==> config.mk <==
export PLATFORM = sky130hd
export DESIGN_NAME = calc_seq_engine_flat
export DESIGN_NICKNAME = d
export VERILOG_FILES = /design/src/rtl/calc_pkg.sv /design/src/rtl/calc_seq_engine_if.sv /design/src/rtl/calc_seq_div.sv /design/src/rtl/calc_seq_engine.sv /design/src/flat_wrapper.sv
export SDC_FILE = /design/constraint.sdc
export NUM_CORES = 1
export LEC_CHECK = 0
export CORE_ASPECT_RATIO = 0.8
export CORE_MARGIN = 2
export CORE_UTILIZATION = 60
export CTS_BUF_LIST = sky130_fd_sc_hd__clkbuf_8
export DETAILED_ROUTE_END_ITERATION = 10
export GPL_ROUTABILITY_DRIVEN = 0
export PLACE_DENSITY_LB_ADDON = 0.3
export REMOVE_ABC_BUFFERS = 1
export SYNTH_ARGS = -nofsm -noshare
export SYNTH_HDL_FRONTEND = slang
export SYNTH_SLANG_ARGS = --single-unit
==> constraint.sdc <==
create_clock -name clk -period 4.7 [get_ports clk]
set_input_delay 0.94 -clock clk [delete_from_list [all_inputs] [get_ports clk]]
set_output_delay 0.94 -clock clk [all_outputs]
set_load 0.005 [all_outputs]
==> src/rtl/calc_pkg.sv <==
// calc_pkg: op encodings, FSM state type and run-length rule shared by the calculator core.
package calc_pkg;
   localparam logic [1:0] OP_ADD = 2'd0, OP_SUB = 2'd1, OP_MUL = 2'd2, OP_DIV = 2'd3;
   typedef enum logic [1:0] {IDLE, RUN, DONE} state_t;
   function automatic int run_len(input logic [1:0] op, input logic b_zero, input int w);
      return (op == OP_MUL || (op == OP_DIV && !b_zero)) ? w : 1;
   endfunction
endpackage

==> src/rtl/calc_seq_engine_if.sv <==
// calc_seq_engine_if: operand entry, command and result bundle of the calculator core.
interface calc_seq_engine_if #(parameter int DIGITS = 2);
   localparam int W = 4 * DIGITS;
   localparam int SELW = (2 * DIGITS > 2) ? $clog2(2 * DIGITS) : 1;
   logic clr, wr_en, go;
   logic [SELW-1:0] wr_sel;
   logic [3:0] wr_data;
   logic [1:0] op;
   logic [W-1:0] opnd_a, opnd_b;
   logic [2*W-1:0] result;
   logic busy, done, neg, div0;
   modport master (output clr, wr_en, wr_sel, wr_data, op, go,
                   input opnd_a, opnd_b, result, busy, done, neg, div0);
   modport slave (input clr, wr_en, wr_sel, wr_data, op, go,
                  output opnd_a, opnd_b, result, busy, done, neg, div0);
endinterface

==> src/rtl/calc_seq_div.sv <==
// calc_seq_div: W-bit unsigned restoring divider, one quotient bit per clock, MSB first.
// quotient/remainder show the step being taken, so they are final while valid is high.
module calc_seq_div #(parameter int W = 8) (
   input  logic         clk,
   input  logic         reset,
   input  logic         start,
   input  logic [W-1:0] dividend,
   input  logic [W-1:0] divisor,
   output logic [W-1:0] quotient,
`ifdef CALC_REM_EN
   output logic [W-1:0] remainder,
`endif
   output logic         valid
);
   localparam int CW = $clog2(W + 1);
   logic [W-1:0] rem_q, quo_q, dvs_q, rem_n, quo_n;
   logic [W:0] sh, diff;
   logic [CW-1:0] cnt_q;
   logic ge;
   always_comb begin
      sh = {rem_q, quo_q[W-1]};
      diff = sh - {1'b0, dvs_q};
      ge = sh >= {1'b0, dvs_q};
      rem_n = ge ? diff[W-1:0] : sh[W-1:0];
      quo_n = {quo_q[W-2:0], ge};
   end
   always_ff @(posedge clk or posedge reset)
      if (reset) begin
         rem_q <= '0;
         quo_q <= '0;
         dvs_q <= '0;
         cnt_q <= '0;
      end else if (start) begin
         rem_q <= '0;
         quo_q <= dividend;
         dvs_q <= divisor;
         cnt_q <= CW'(W);
      end else if (cnt_q != '0) begin
         rem_q <= rem_n;
         quo_q <= quo_n;
         cnt_q <= cnt_q - 1'b1;
      end
   assign quotient = quo_n;
`ifdef CALC_REM_EN
   assign remainder = rem_n;
`endif
   assign valid = cnt_q == CW'(1);
endmodule

==> src/rtl/calc_seq_engine.sv <==
// calc_seq_engine: nibble-entry calculator core with add/sub and multi-cycle mul/div.
// Define CALC_REM_EN to return {remainder, quotient} from div instead of {0, quotient}.
module calc_seq_engine import calc_pkg::*; #(parameter int DIGITS = 2) (
   input logic clk,
   input logic reset,
   calc_seq_engine_if.slave bus
);
   localparam int W = 4 * DIGITS;
   localparam int W2 = 2 * W;
   localparam int SELW = (2 * DIGITS > 2) ? $clog2(2 * DIGITS) : 1;
   localparam int CW = $clog2(W + 1);
   state_t state_q, state_n;
   logic [1:0] op_q;
   logic [W-1:0] a_q, b_q, a_n, b_n, wa_q, wb_q, mp_q, dv_quo, rem_hi;
   logic [W2-1:0] mc_q, acc_q, acc_n, res_n, result_q;
   logic [CW-1:0] cnt_q;
   logic neg_q, div0_q, bz_q, go_ok, fin, dv_valid;
   assign go_ok = bus.go && state_q != RUN;
   assign fin = (op_q == OP_DIV && !bz_q) ? dv_valid : cnt_q == '0;
   always_comb begin
      state_n = bus.clr ? IDLE : state_q == RUN ? (fin ? DONE : RUN) : go_ok ? RUN : IDLE;
      bus.busy = state_q == RUN;
      bus.done = state_q == DONE;
   end
   always_ff @(posedge clk or posedge reset)
      if (reset) state_q <= IDLE;
      else state_q <= state_n;
   always_comb begin
      a_n = a_q;
      b_n = b_q;
      for (int i = 0; i < DIGITS; i++) begin
         if (bus.wr_sel == SELW'(i)) a_n[4*(DIGITS-1-i) +: 4] = bus.wr_data;
         if (bus.wr_sel == SELW'(DIGITS + i)) b_n[4*(DIGITS-1-i) +: 4] = bus.wr_data;
      end
   end
   calc_seq_div #(.W(W)) u_div (
      .clk(clk),
      .reset(reset),
      .start(go_ok && !bus.clr && bus.op == OP_DIV && b_q != '0),
      .dividend(a_q),
      .divisor(b_q),
      .quotient(dv_quo),
`ifdef CALC_REM_EN
      .remainder(rem_hi),
`endif
      .valid(dv_valid)
   );
`ifndef CALC_REM_EN
   assign rem_hi = '0;
`endif
   // shift-add step: multiplier LSB selects whether the shifted multiplicand is accumulated
   assign acc_n = acc_q + (mp_q[0] ? mc_q : '0);
   assign res_n = op_q == OP_ADD ? W2'(wa_q) + W2'(wb_q)
                : op_q == OP_SUB ? W2'(wa_q < wb_q ? wb_q - wa_q : wa_q - wb_q)
                : op_q == OP_MUL ? acc_n
                : bz_q ? '1 : {rem_hi, dv_quo};
   always_ff @(posedge clk or posedge reset)
      if (reset) begin
         {a_q, b_q, wa_q, wb_q, mp_q} <= '0;
         {mc_q, acc_q, result_q} <= '0;
         {op_q, cnt_q, neg_q, div0_q, bz_q} <= '0;
      end else if (bus.clr) begin
         {a_q, b_q, result_q, cnt_q, neg_q, div0_q} <= '0;
      end else if (go_ok) begin
         op_q <= bus.op;
         wa_q <= a_q;
         wb_q <= b_q;
         bz_q <= b_q == '0;
         acc_q <= '0;
         mc_q <= W2'(a_q);
         mp_q <= b_q;
         cnt_q <= CW'(run_len(bus.op, b_q == '0, W) - 1);
      end else if (state_q == RUN) begin
         acc_q <= acc_n;
         mc_q <= mc_q << 1;
         mp_q <= mp_q >> 1;
         cnt_q <= cnt_q - 1'b1;
         if (fin) begin
            result_q <= res_n;
            neg_q <= op_q == OP_SUB && wa_q < wb_q;
            div0_q <= op_q == OP_DIV && bz_q;
         end
      end else if (bus.wr_en) begin
         a_q <= a_n;
         b_q <= b_n;
      end
   assign bus.opnd_a = a_q;
   assign bus.opnd_b = b_q;
   assign bus.result = result_q;
   assign bus.neg = neg_q;
   assign bus.div0 = div0_q;
endmodule
==> src/flat_wrapper.sv <==
// flat-port wrapper written by rule: the top's interface ports become plain ports
module calc_seq_engine_flat import calc_pkg::*;
#(parameter int DIGITS = 2)
  (clk, reset, bus_clr, bus_wr_en, bus_wr_sel, bus_wr_data, bus_op, bus_go, bus_opnd_a, bus_opnd_b, bus_result, bus_busy, bus_done, bus_neg, bus_div0);
  calc_seq_engine_if #(.DIGITS(DIGITS)) bus_i ();
  input logic clk;
  input logic reset;
  input wire logic [$bits(bus_i.clr)-1:0] bus_clr;
  input wire logic [$bits(bus_i.wr_en)-1:0] bus_wr_en;
  input wire logic [$bits(bus_i.wr_sel)-1:0] bus_wr_sel;
  input wire logic [$bits(bus_i.wr_data)-1:0] bus_wr_data;
  input wire logic [$bits(bus_i.op)-1:0] bus_op;
  input wire logic [$bits(bus_i.go)-1:0] bus_go;
  output wire logic [$bits(bus_i.opnd_a)-1:0] bus_opnd_a;
  output wire logic [$bits(bus_i.opnd_b)-1:0] bus_opnd_b;
  output wire logic [$bits(bus_i.result)-1:0] bus_result;
  output wire logic [$bits(bus_i.busy)-1:0] bus_busy;
  output wire logic [$bits(bus_i.done)-1:0] bus_done;
  output wire logic [$bits(bus_i.neg)-1:0] bus_neg;
  output wire logic [$bits(bus_i.div0)-1:0] bus_div0;
  assign bus_i.clr = bus_clr;
  assign bus_i.wr_en = bus_wr_en;
  assign bus_i.wr_sel = bus_wr_sel;
  assign bus_i.wr_data = bus_wr_data;
  assign bus_i.op = bus_op;
  assign bus_i.go = bus_go;
  assign bus_opnd_a = bus_i.opnd_a;
  assign bus_opnd_b = bus_i.opnd_b;
  assign bus_result = bus_i.result;
  assign bus_busy = bus_i.busy;
  assign bus_done = bus_i.done;
  assign bus_neg = bus_i.neg;
  assign bus_div0 = bus_i.div0;
  calc_seq_engine #(.DIGITS(DIGITS)) u_core (.clk(clk), .reset(reset), .bus(bus_i));
endmodule
==> summary.md, run 1 <==
| Metric | Value |
|---|---|
| CTS Sinks | 127 |
| Worst Tran Pin Value | 0.982 ns |
| Vias | 6,681 |
| Clk pwr share | 0.212 |
| Sw Pwr | 1.68 mW |
| Most frequent cells in the layout | 127 x dfrtp_1, 106 x nand2_1, 91 x o21ai_0 |
| Combinational share of power | 0.418 |
| # Post-CTS Setup Buffers | 0 |
| # nets final | 943 |
| Register area share after synthesis | 0.415 |
| Antenna diodes | 0 |
| Most area-consuming cells after synthesis | dfrtp_1 41%, ha_1 8.5%, o21ai_0 5.9%, nand2_1 5.2%, a21oi_1 2.7% |
| Detailed-route DRC error count | 0 |
| Post-route cell area | 0.00864 mm² |
| Power Internal | 2.51 mW |
| Clock Tree Root | clkbuf_8 |
| Layout cell share with drive strength beyond 1 | 0.0746 |
| TritonCTS clock tree | yes |
| EDFF count, synth | 0 |
| Top cell type's share of synthesized area | 0.415 |
| Pre-CTS setup slack | 0.908 ns |
| CP Cell Sequence | clkdlybuf4s50_1 > nand2_1 > nor2_2 > buf_4 > nand4_1 > o21ai_0 > a21oi_1 > a21o_1 |
| Hold_buf cts | 0 |
| Worst Hold Class | reg2reg |
| Largest area contributor in the netlist | dfrtp_1 |
| WP data required | 5.05 ns |
| Family with the most delay on the worst path | simple AND/OR/NAND/NOR gates |
| Library cells used by synthesis | 66 |
| Number of buffers created by CTS | 17 |
| Syn-to-layout area delta | 12.7% |
| Async SR Flop Fraction | 1.00 |
| Site row count | 36 |
| Setup TNS | 0 ns |
| DR pass1 iterations | 6 |
| Final Non-Filler Cells | 1,056 |
| Starting DRT DRC Count | 778 |
| Initial Utilization | 0.621 |
| Crit path capture type | register |
| Top achievable clock speed | 299 MHz |
| RSZ-0062 raised after global routing | no |
| Endpoints failing setup | 0 |
| Final hold vios | 0 |
| Slew Limit Fails | 0 |
| Die ar. | 0.0137 mm² |
| Post-place instance area | 0.00827 mm² |
| Vias in the first global route | 6,335 |
| Layout Skew | 0.0147 ns |
| Final hold slack | 0.486 ns |
| Fill cells | 942 |
| Startpoint types | primary input |
| Clk buf depth | 2 |
| Pleak | 3.93 nW |
| Critical path arrival | 3.70 ns |
| First-pass GRT wire length | 32,900 µm |
| Fin crit share | 0.711 |
| Worst skew pair latency | 0.47 ns |
| Synthesized flop and latch total | 127 |
| Gr usage total | 0.312 |
| Main synth FF type | dfrtp_1 |
| Tot Pwr | 4.19 mW |
| Cell area after synthesis | 0.00766 mm² |
| Core area | 0.0123 mm² |
| DIE HEIGHT | 105 µm |
| Vias/cell | 6.33 |
| Ports | 49 |
| Commonest non-fill, non-tap cell in the layout | dfrtp_1 |
| Die width | 130 µm |
| Largest net degree at the start of global routing | 80 |
| DRT Wirelength | 20,200 µm |
| I/O Buffers | 48 |
| CP max FO | 41 |
| Max Cap Viol | 0 |
| Seq pwr share | 0.369 |
| Net Sw Frac | 0.402 |
| Outcome | complete, no violations |
| Gate Count Post-Synth | 837 |
| Wire per inst | 19.1 µm |
| Maximum VDD drop | 0.267 mV |
| YS warnings | 0 |
| DP Wirelength | 14,700 µm |
| Worst setup margin | 1.36 ns |
| Worst-path clk slew | 0.07 ns |
| Post-Syn Area per Cell | 9.16 µm² |
| Initial antenna violation count | 0 |
| Resize count post-CTS | 0 |
| CP bufs+invs | 2 |
| H-tree lvl count | 4 |
| Placed cells | 1,025 |
| GR Overflow Total | 0 |
| Worst Path Class, Setup | in2reg |
| CP max stage delay | 0.72 ns |
| Total power per unit cell area | 485 mW/mm² |
| Slew HR | 0.345 |
| Minimum clock period | 3.34 ns |
| Antenna Nets Post-Route | 0 |
| Slowest cell on the critical path | nand4_1 |
| Fin util | 0.700 |
-- cells by family after synthesis --
| kind of cell | after synthesis | share of synthesized area |
|---|---|---|
| xor gates and xnor gates | 22 | 0.0251 |
| adders and majority gates | 57 | 0.0980 |
| AOI/OAI and AO/OA | 244 | 0.204 |
| DFF | 127 | 0.415 |
| and+or+nand+nor | 262 | 0.161 |
| buffers and inverters | 88 | 0.0439 |
| muxes | 37 | 0.0529 |
-- power groups by stage --
stage	clock network (mW)	logic, mW	registers [mW]
after CTS	0.900	1.71	1.54
after global placement	0	1.61	1.55
after detailed placement	0	1.70	1.56
after global routing	0.949	1.93	1.57
after floorplan	0	1.26	1.48
final	0.890	1.75	1.55
-- Yosys cell counts, types with 18 or more instances --
cell type and count:
dfrtp_1 127, nand2_1 106, o21ai_0 91, ha_1 52, nor2_1 52, inv_1 51, a21oi_1 42, clkbuf_1 28
a22o_1 23, mux2_2 18, mux2i_1 18, nand3_1 18
-- worst min-delay path: cells and delay by family (launching register included) --
family / cells / cell delay [ns]
compound gates: 1 / 0.06
simple gates: 1 / 0.05
flops: 1 / 0.35
-- cell type report --
type	count	area (µm²)	share of cell area
multi-input combinational	622	4150	0.481
sequential	127	3180	0.368
timing repair buffer	52	523	0.0606
clock buffer	20	275	0.0319
tap	171	214	0.0248
inverter	53	201	0.0233
clock inverter	11	92.6	0.0107
-- path summary, 6_finish.rpt --
path	from	end	slack, ns	cells after the start
setup reg to reg	u_core.mp_q[0]$_DFFE_PP0P_	u_core.bus.result[14]$_DFFE_PP0P_	1.55	11
hold reg to reg	u_core.mp_q[2]$_DFFE_PP0P_	u_core.mp_q[2]$_DFFE_PP0P_	0.49	2
setup / recovery	bus_go	u_core.u_div.quo_q[0]$_DFFE_PP0P_	1.36	8
min in group asynchronous	reset	u_core.wb_q[1]$_DFFE_PP0P_	1.07	2
max in group asynchronous	reset	u_core.cnt_q[0]$_DFFE_PP0P_	2.84	3
hold / removal	u_core.mp_q[2]$_DFFE_PP0P_	u_core.mp_q[2]$_DFFE_PP0P_	0.49	2
-- sequential cells by signal, summed over array words and instances (netlist names), 8 cells and up --
signal	flops
u_core.wb_q	8
u_core.mp_q	8
u_core.u_div.rem_q	8
u_core.bus.result	16
u_core.acc_q	16
u_core.bus.opnd_b	8
u_core.u_div.dvs_q	8
u_core.mc_q	16
u_core.wa_q	8
u_core.bus.opnd_a	8
u_core.u_div.quo_q	8
-- routing by layer --
layer	wire (µm)	track usage
met5	0	0
met4	368	0.0927
met3	2100	0.0727
met2	8790	0.455
met1	8960	0.463
Power figures use the tool's default switching activity.
==> inputs of run 2 (changes only) <==
clock period = 3.4 ns   (was 4.7 ns; I/O delays follow)
==> run 2 against run 1 <==
Net effect:
- routed wire length shrank 2.6%
- critical path depth up 2
- sequential cell count did not move
- power grew 39%
- worst setup slack got worse by 0.81 ns
- sequential power is 36% higher
- register-to-register slack worse by 1.0 ns
- critical path type is now reg2reg
- largest power group unchanged
==> summary.md, run 2 (synthesis results as in run 1) <==
| Metric | Value |
|---|---|
| Initial antenna violation count | 0 |
| TritonCTS clock tree | yes |
| CP max FO | 17 |
| Combinational share of power | 0.410 |
| Worst Path Class, Setup | reg2reg |
| DR pass1 iterations | 5 |
| Final hold vios | 0 |
| Core area | 0.0123 mm² |
| Layout cell share with drive strength beyond 1 | 0.0871 |
| Worst Tran Pin Value | 0.792 ns |
| Worst hold stages | 2 |
| Commonest non-fill, non-tap cell in the layout | dfrtp_1 |
| Layout Skew | 0.0128 ns |
| First-pass GRT wire length | 33,000 µm |
| I/O Buffers | 48 |
| Register area | 0.00318 mm² |
| Area of the multi-input gates | 0.00415 mm² |
| Power Internal | 3.51 mW |
| Fin util | 0.708 |
| Pleak | 3.99 nW |
| Minimum clock period | 2.85 ns |
| Detailed-route DRC error count | 0 |
| RSZ-0062 raised after global routing | no |
| Starting DRT DRC Count | 724 |
| Total power per unit cell area | 666 mW/mm² |
| Die ar. | 0.0137 mm² |
| Slew Limit Fails | 0 |
| Seq pwr share | 0.363 |
| Syn-to-layout area delta | 14.0% |
| Hold_sp | u_core.bus.div0$_DFFE_PP0P_ |
| Sw Pwr | 2.31 mW |
| Vias | 6,612 |
| Antenna Nets Post-Route | 0 |
| Met2 usage | 0.444 |
| Largest net degree at the start of global routing | 51 |
| M3 GR Usage | 0.0937 |
| Maximum VDD drop | 0.478 mV |
| R2r worst-path depth | 10 |
| # Post-CTS Setup Buffers | 0 |
| Ports | 49 |
| Crit path capture type | register |
| Critical path arrival | 3.18 ns |
| Worst-path clk slew | 0.08 ns |
| Worst skew pair latency | 0.45 ns |
| Hold_buf cts | 0 |
| H-tree lvl count | 4 |
| Fill cells | 940 |
| Reg-to-reg setup timing slack | 0.55 ns |
| Vias/cell | 6.20 |
| DRT Wirelength | 19,700 µm |
| CTS Sinks | 127 |
| Worst Hold Class | reg2reg |
| Reg2reg start | u_core.mp_q[0]$_DFFE_PP0P_ |
| Final Non-Filler Cells | 1,067 |
| Clock Tree Root | clkbuf_8 |
| Outcome | complete, no violations |
| GR Overflow Total | 0 |
| Wire per inst | 18.5 µm |
| Net Sw Frac | 0.397 |
| # nets final | 953 |
| Startpoint types | register |
| Vias in the first global route | 6,440 |
| Slew HR | 0.469 |
| Worst setup margin | 0.551 ns |
| Fin crit share | 0.838 |
| Crit Reg-Reg Endpoint | u_core.acc_q[14]$_DFFE_PP0P_ |
| Top achievable clock speed | 351 MHz |
| Endpoints failing setup | 0 |
| Resize count post-CTS | 0 |
| Placed cells | 1,035 |
| Number of buffers created by CTS | 17 |
| Tot Pwr | 5.82 mW |
| Clk pwr share | 0.226 |
| Pre-CTS setup slack | 0.592 ns |
| Most frequent cells in the layout | 127 x dfrtp_1, 106 x nand2_1, 91 x o21ai_0 |
| Die width | 130 µm |
| M1 GR Usage | 0.449 |
| Max Cap Viol | 0 |
| Initial Utilization | 0.621 |
| Hold Path Sink | u_core.bus.div0$_DFFE_PP0P_ |
| WP data required | 3.74 ns |
| GR peak layer | met1 |
| Antenna diodes | 0 |
| Site row count | 36 |
| DP Wirelength | 14,800 µm |
| DIE HEIGHT | 105 µm |
| Clk buf depth | 2 |
| Gr usage total | 0.309 |
## run 2: changes by cell type in the layout (fill, tap and decap cells not counted), sizes merged
cell,change
clkbuf,-3
clkinv,+1
clkinvlp,-2
bufinv,+1
buf,+10
inv,+4
## run 2: power groups by stage
stage	sequential [mW]	combinational, mW	clock (mW)
after global routing	2.15	2.68	1.40
final	2.11	2.39	1.32
after CTS	2.11	2.36	1.34
after global placement	2.11	2.25	0
after floorplan	2.05	1.75	0
after detailed placement	2.13	2.34	0
## run 2: worst max-delay path, cell delays in order (launching register included)
cell and delay (ns):
dfrtp_1 0.54, and2_1 0.19, ha_1 0.18, inv_1 0.07, fa_1 0.40, nor2b_1 0.17, o31ai_1 0.13, a211oi_1 0.36
o2111ai_1 0.22, a21o_1 0.22, a32o_1 0.26
## run 2: final cells by class
| cell class | count | area share |
|---|---|---|
| Multi-Input combinational cell | 622 | 0.475 |
| Sequential cell | 127 | 0.364 |
| Timing Repair Buffer | 62 | 0.0685 |
| Clock buffer | 17 | 0.0268 |
| Tap cell | 171 | 0.0245 |
| Inverter | 53 | 0.0231 |
| Clock inverter | 15 | 0.0182 |
## run 2: through the flow
step	TNS, ns	hold slack [ns]	instance area (µm²)
finish	0	0.483	8740
global route	0	0.509	8740
CTS	0	0.489	8740
detailed placement	0	0.472	8340
global placement	0	0.462	8340
floorplan	-84.45	0.443	7530
## run 2: worst max path at each step
stage / slack [ns] / start / cells after the start / end
after floorplan: -0.66 / reset / 1 / u_core.acc_q[0]$_DFFE_PP0P_
after global placement: 0.72 / u_core.mp_q[0]$_DFFE_PP0P_ / 10 / u_core.acc_q[14]$_DFFE_PP0P_
after detailed placement: 0.59 / u_core.mp_q[0]$_DFFE_PP0P_ / 10 / u_core.acc_q[14]$_DFFE_PP0P_
after CTS: 0.56 / u_core.mp_q[0]$_DFFE_PP0P_ / 10 / u_core.acc_q[14]$_DFFE_PP0P_
after global routing: 0.30 / u_core.mp_q[0]$_DFFE_PP0P_ / 10 / u_core.bus.result[15]$_DFFE_PP0P_
final: 0.55 / u_core.mp_q[0]$_DFFE_PP0P_ / 10 / u_core.acc_q[14]$_DFFE_PP0P_
## run 2: layer usage
metal,vias to the layer above,wire length (µm)
met5,-,0
met4,0,401
met3,46,1950
met2,335,8500
met1,3166,8840
li1,3065,-
==> inputs of run 3 (changes only) <==
clock period = 2.98 ns   (was 3.4 ns; I/O delays follow)
==> run 3 against run 2 <==
Net effect:
- clock-buffer cell count rose by 3
- sequential power is 15% higher
- worst setup slack worse by 0.33 ns
- sequential cell count is the same
- non-clock buffer count increased by 2
- critical path type unchanged
==> summary.md, run 3 (synthesis results as in run 1) <==
| Metric | Value |
|---|---|
| M1 GR Usage | 0.471 |
| Reg2reg start | u_core.mp_q[0]$_DFFE_PP0P_ |
| Die width | 130 µm |
| Maximum VDD drop | 0.519 mV |
| Family with the most delay on the worst path | compound AO/OA/AOI/OAI gates |
| Total power per unit cell area | 784 mW/mm² |
| R2r worst-path depth | 10 |
| WP data required | 3.36 ns |
| CP bufs+invs | 1 |
| Slew HR | 0.438 |
| Top achievable clock speed | 362 MHz |
| DRT Wirelength | 20,800 µm |
| Hold_buf cts | 0 |
| H-tree lvl count | 4 |
| Worst setup margin | 0.220 ns |
| M3 GR Usage | 0.0789 |
| Crit Reg-Reg Endpoint | u_core.bus.result[15]$_DFFE_PP0P_ |
| Levels on crit path | 10 |
| Core area | 0.0123 mm² |
| Tot Pwr | 6.92 mW |
| Worst setup path endpoint | u_core.bus.result[15]$_DFFE_PP0P_ |
| Crit path capture type | register |
| Worst Hold Class | reg2reg |
| Fin crit share | 0.926 |
| Most frequent cells in the layout | 127 x dfrtp_1, 106 x nand2_1, 91 x o21ai_0 |
| Ports | 49 |
| Max Cap Viol | 0 |
| Starting DRT DRC Count | 966 |
| Detailed-route DRC error count | 0 |
| Worst skew pair latency | 0.46 ns |
| I/O Buffers | 48 |
| Pre-CTS setup slack | 0.283 ns |
| First-pass GRT wire length | 33,600 µm |
| Final Non-Filler Cells | 1,069 |
| Initial Utilization | 0.621 |
| Minimum clock period | 2.76 ns |
| Die ar. | 0.0137 mm² |
| CP max FO | 13 |
| Gr usage total | 0.320 |
| Largest net degree at the start of global routing | 53 |
| # nets final | 955 |
| Antenna Nets Post-Route | 0 |
| Commonest non-fill, non-tap cell in the layout | dfrtp_1 |
| Setup TNS | 0 ns |
| Reg-to-reg setup timing slack | 0.22 ns |
| GR Overflow Total | 0 |
| Resize count post-CTS | 0 |
| Final hold vios | 0 |
| Startpoint types | register |
| Clk buf depth | 2 |
| DP Wirelength | 15,300 µm |
| Number of buffers created by CTS | 17 |
| Syn-to-layout area delta | 15.2% |
| Endpoints failing setup | 0 |
| CP startpoint | u_core.mp_q[0]$_DFFE_PP0P_ |
| Critical path arrival | 3.14 ns |
| # Post-CTS Setup Buffers | 0 |
| Slowest cell on the critical path | dfrtp_1 |
| Wire per inst | 19.5 µm |
| Clock Tree Root | clkbuf_8 |
| Fill cells | 917 |
| CP Cell Sequence | buf_4 > and2_1 > ha_1 > a21oi_1 > o221ai_1 > a31o_2 > a31oi_1 > mux2i_1 > a31oi_1 > o21ai_0 |
| DIE HEIGHT | 105 µm |
| Met2 usage | 0.464 |
| Worst-path clk slew | 0.07 ns |
| Vias in the first global route | 6,477 |
| Pleak | 4.03 nW |
| CP most frequent cell | a31oi_1 |
| GR peak layer | met1 |
| Vias | 6,772 |
| CP max stage delay | 0.42 ns |
| Fin util | 0.716 |
| DR pass1 iterations | 8 |
| CTS Sinks | 127 |
| Site row count | 36 |
| Slew Limit Fails | 0 |
| Vias/cell | 6.33 |
| Antenna diodes | 0 |
| Worst Tran Pin Value | 0.837 ns |
| TritonCTS clock tree | yes |
| Worst Path Class, Setup | reg2reg |
| Placed cells | 1,037 |
| Layout Skew | 0.0135 ns |
| Initial antenna violation count | 0 |
| Outcome | complete, no violations |
| Layout cell share with drive strength beyond 1 | 0.0902 |
==> run 3: worst register-to-register path, delay by kind of cell (launching register included) <==
family / cells / cell delay (ns)
adder cells (fa/ha/maj): 1 / 0.37
multiplexers: 1 / 0.28
AO/OA/AOI/OAI: 6 / 1.25
AND/OR/NAND/NOR: 1 / 0.17
buffers and inverters: 1 / 0.18
flip-flops: 1 / 0.42
==> run 3: metal layers <==
metal / up-vias / routed length (µm)
met1: 3219 / 9100
met5: - / 0
met2: 412 / 9040
met4: 0 / 588
li1: 3073 / -
met3: 68 / 2100
==> run 3: how the worst min path moves through the flow <==
stage | from | to | cells after the start
after floorplan | u_core.u_div.dvs_q[0]$_DFFE_PP0P_ | u_core.u_div.dvs_q[0]$_DFFE_PP0P_ | 2
after global placement | u_core.mp_q[2]$_DFFE_PP0P_ | u_core.mp_q[2]$_DFFE_PP0P_ | 2
after detailed placement | u_core.u_div.dvs_q[0]$_DFFE_PP0P_ | u_core.u_div.dvs_q[0]$_DFFE_PP0P_ | 2
after CTS | u_core.u_div.dvs_q[0]$_DFFE_PP0P_ | u_core.u_div.dvs_q[0]$_DFFE_PP0P_ | 2
after global routing | u_core.bus.result[8]$_DFFE_PP0P_ | u_core.bus.result[8]$_DFFE_PP0P_ | 2
final | u_core.bus.div0$_DFFE_PP0P_ | u_core.bus.div0$_DFFE_PP0P_ | 2
==> run 3: power breakdown <==
part           total, mW  internal [mW]  switching (mW)
logic               2.79           1.18            1.61
clock network       1.71          0.986           0.726
registers           2.42           2.08           0.337
==> run 3: final cells by class <==
type,instances,area [µm²],share of cell area
Sequential cell,127,3180,0.360
Inverter,53,201,0.0228
Tap cell,171,214,0.0242
Clock inverter,12,180,0.0204
Multi-Input combinational cell,622,4160,0.471
Clock buffer,20,275,0.0312
Timing Repair Buffer,64,626,0.0708
==> run 3: through the flow <==
step / instance area [µm²] / hold WS (ns)
after floorplan: 7530 / 0.443
after global placement: 8370 / 0.462
after detailed placement: 8370 / 0.470
after CTS: 8830 / 0.488
after global routing: 8830 / 0.516
final: 8830 / 0.488
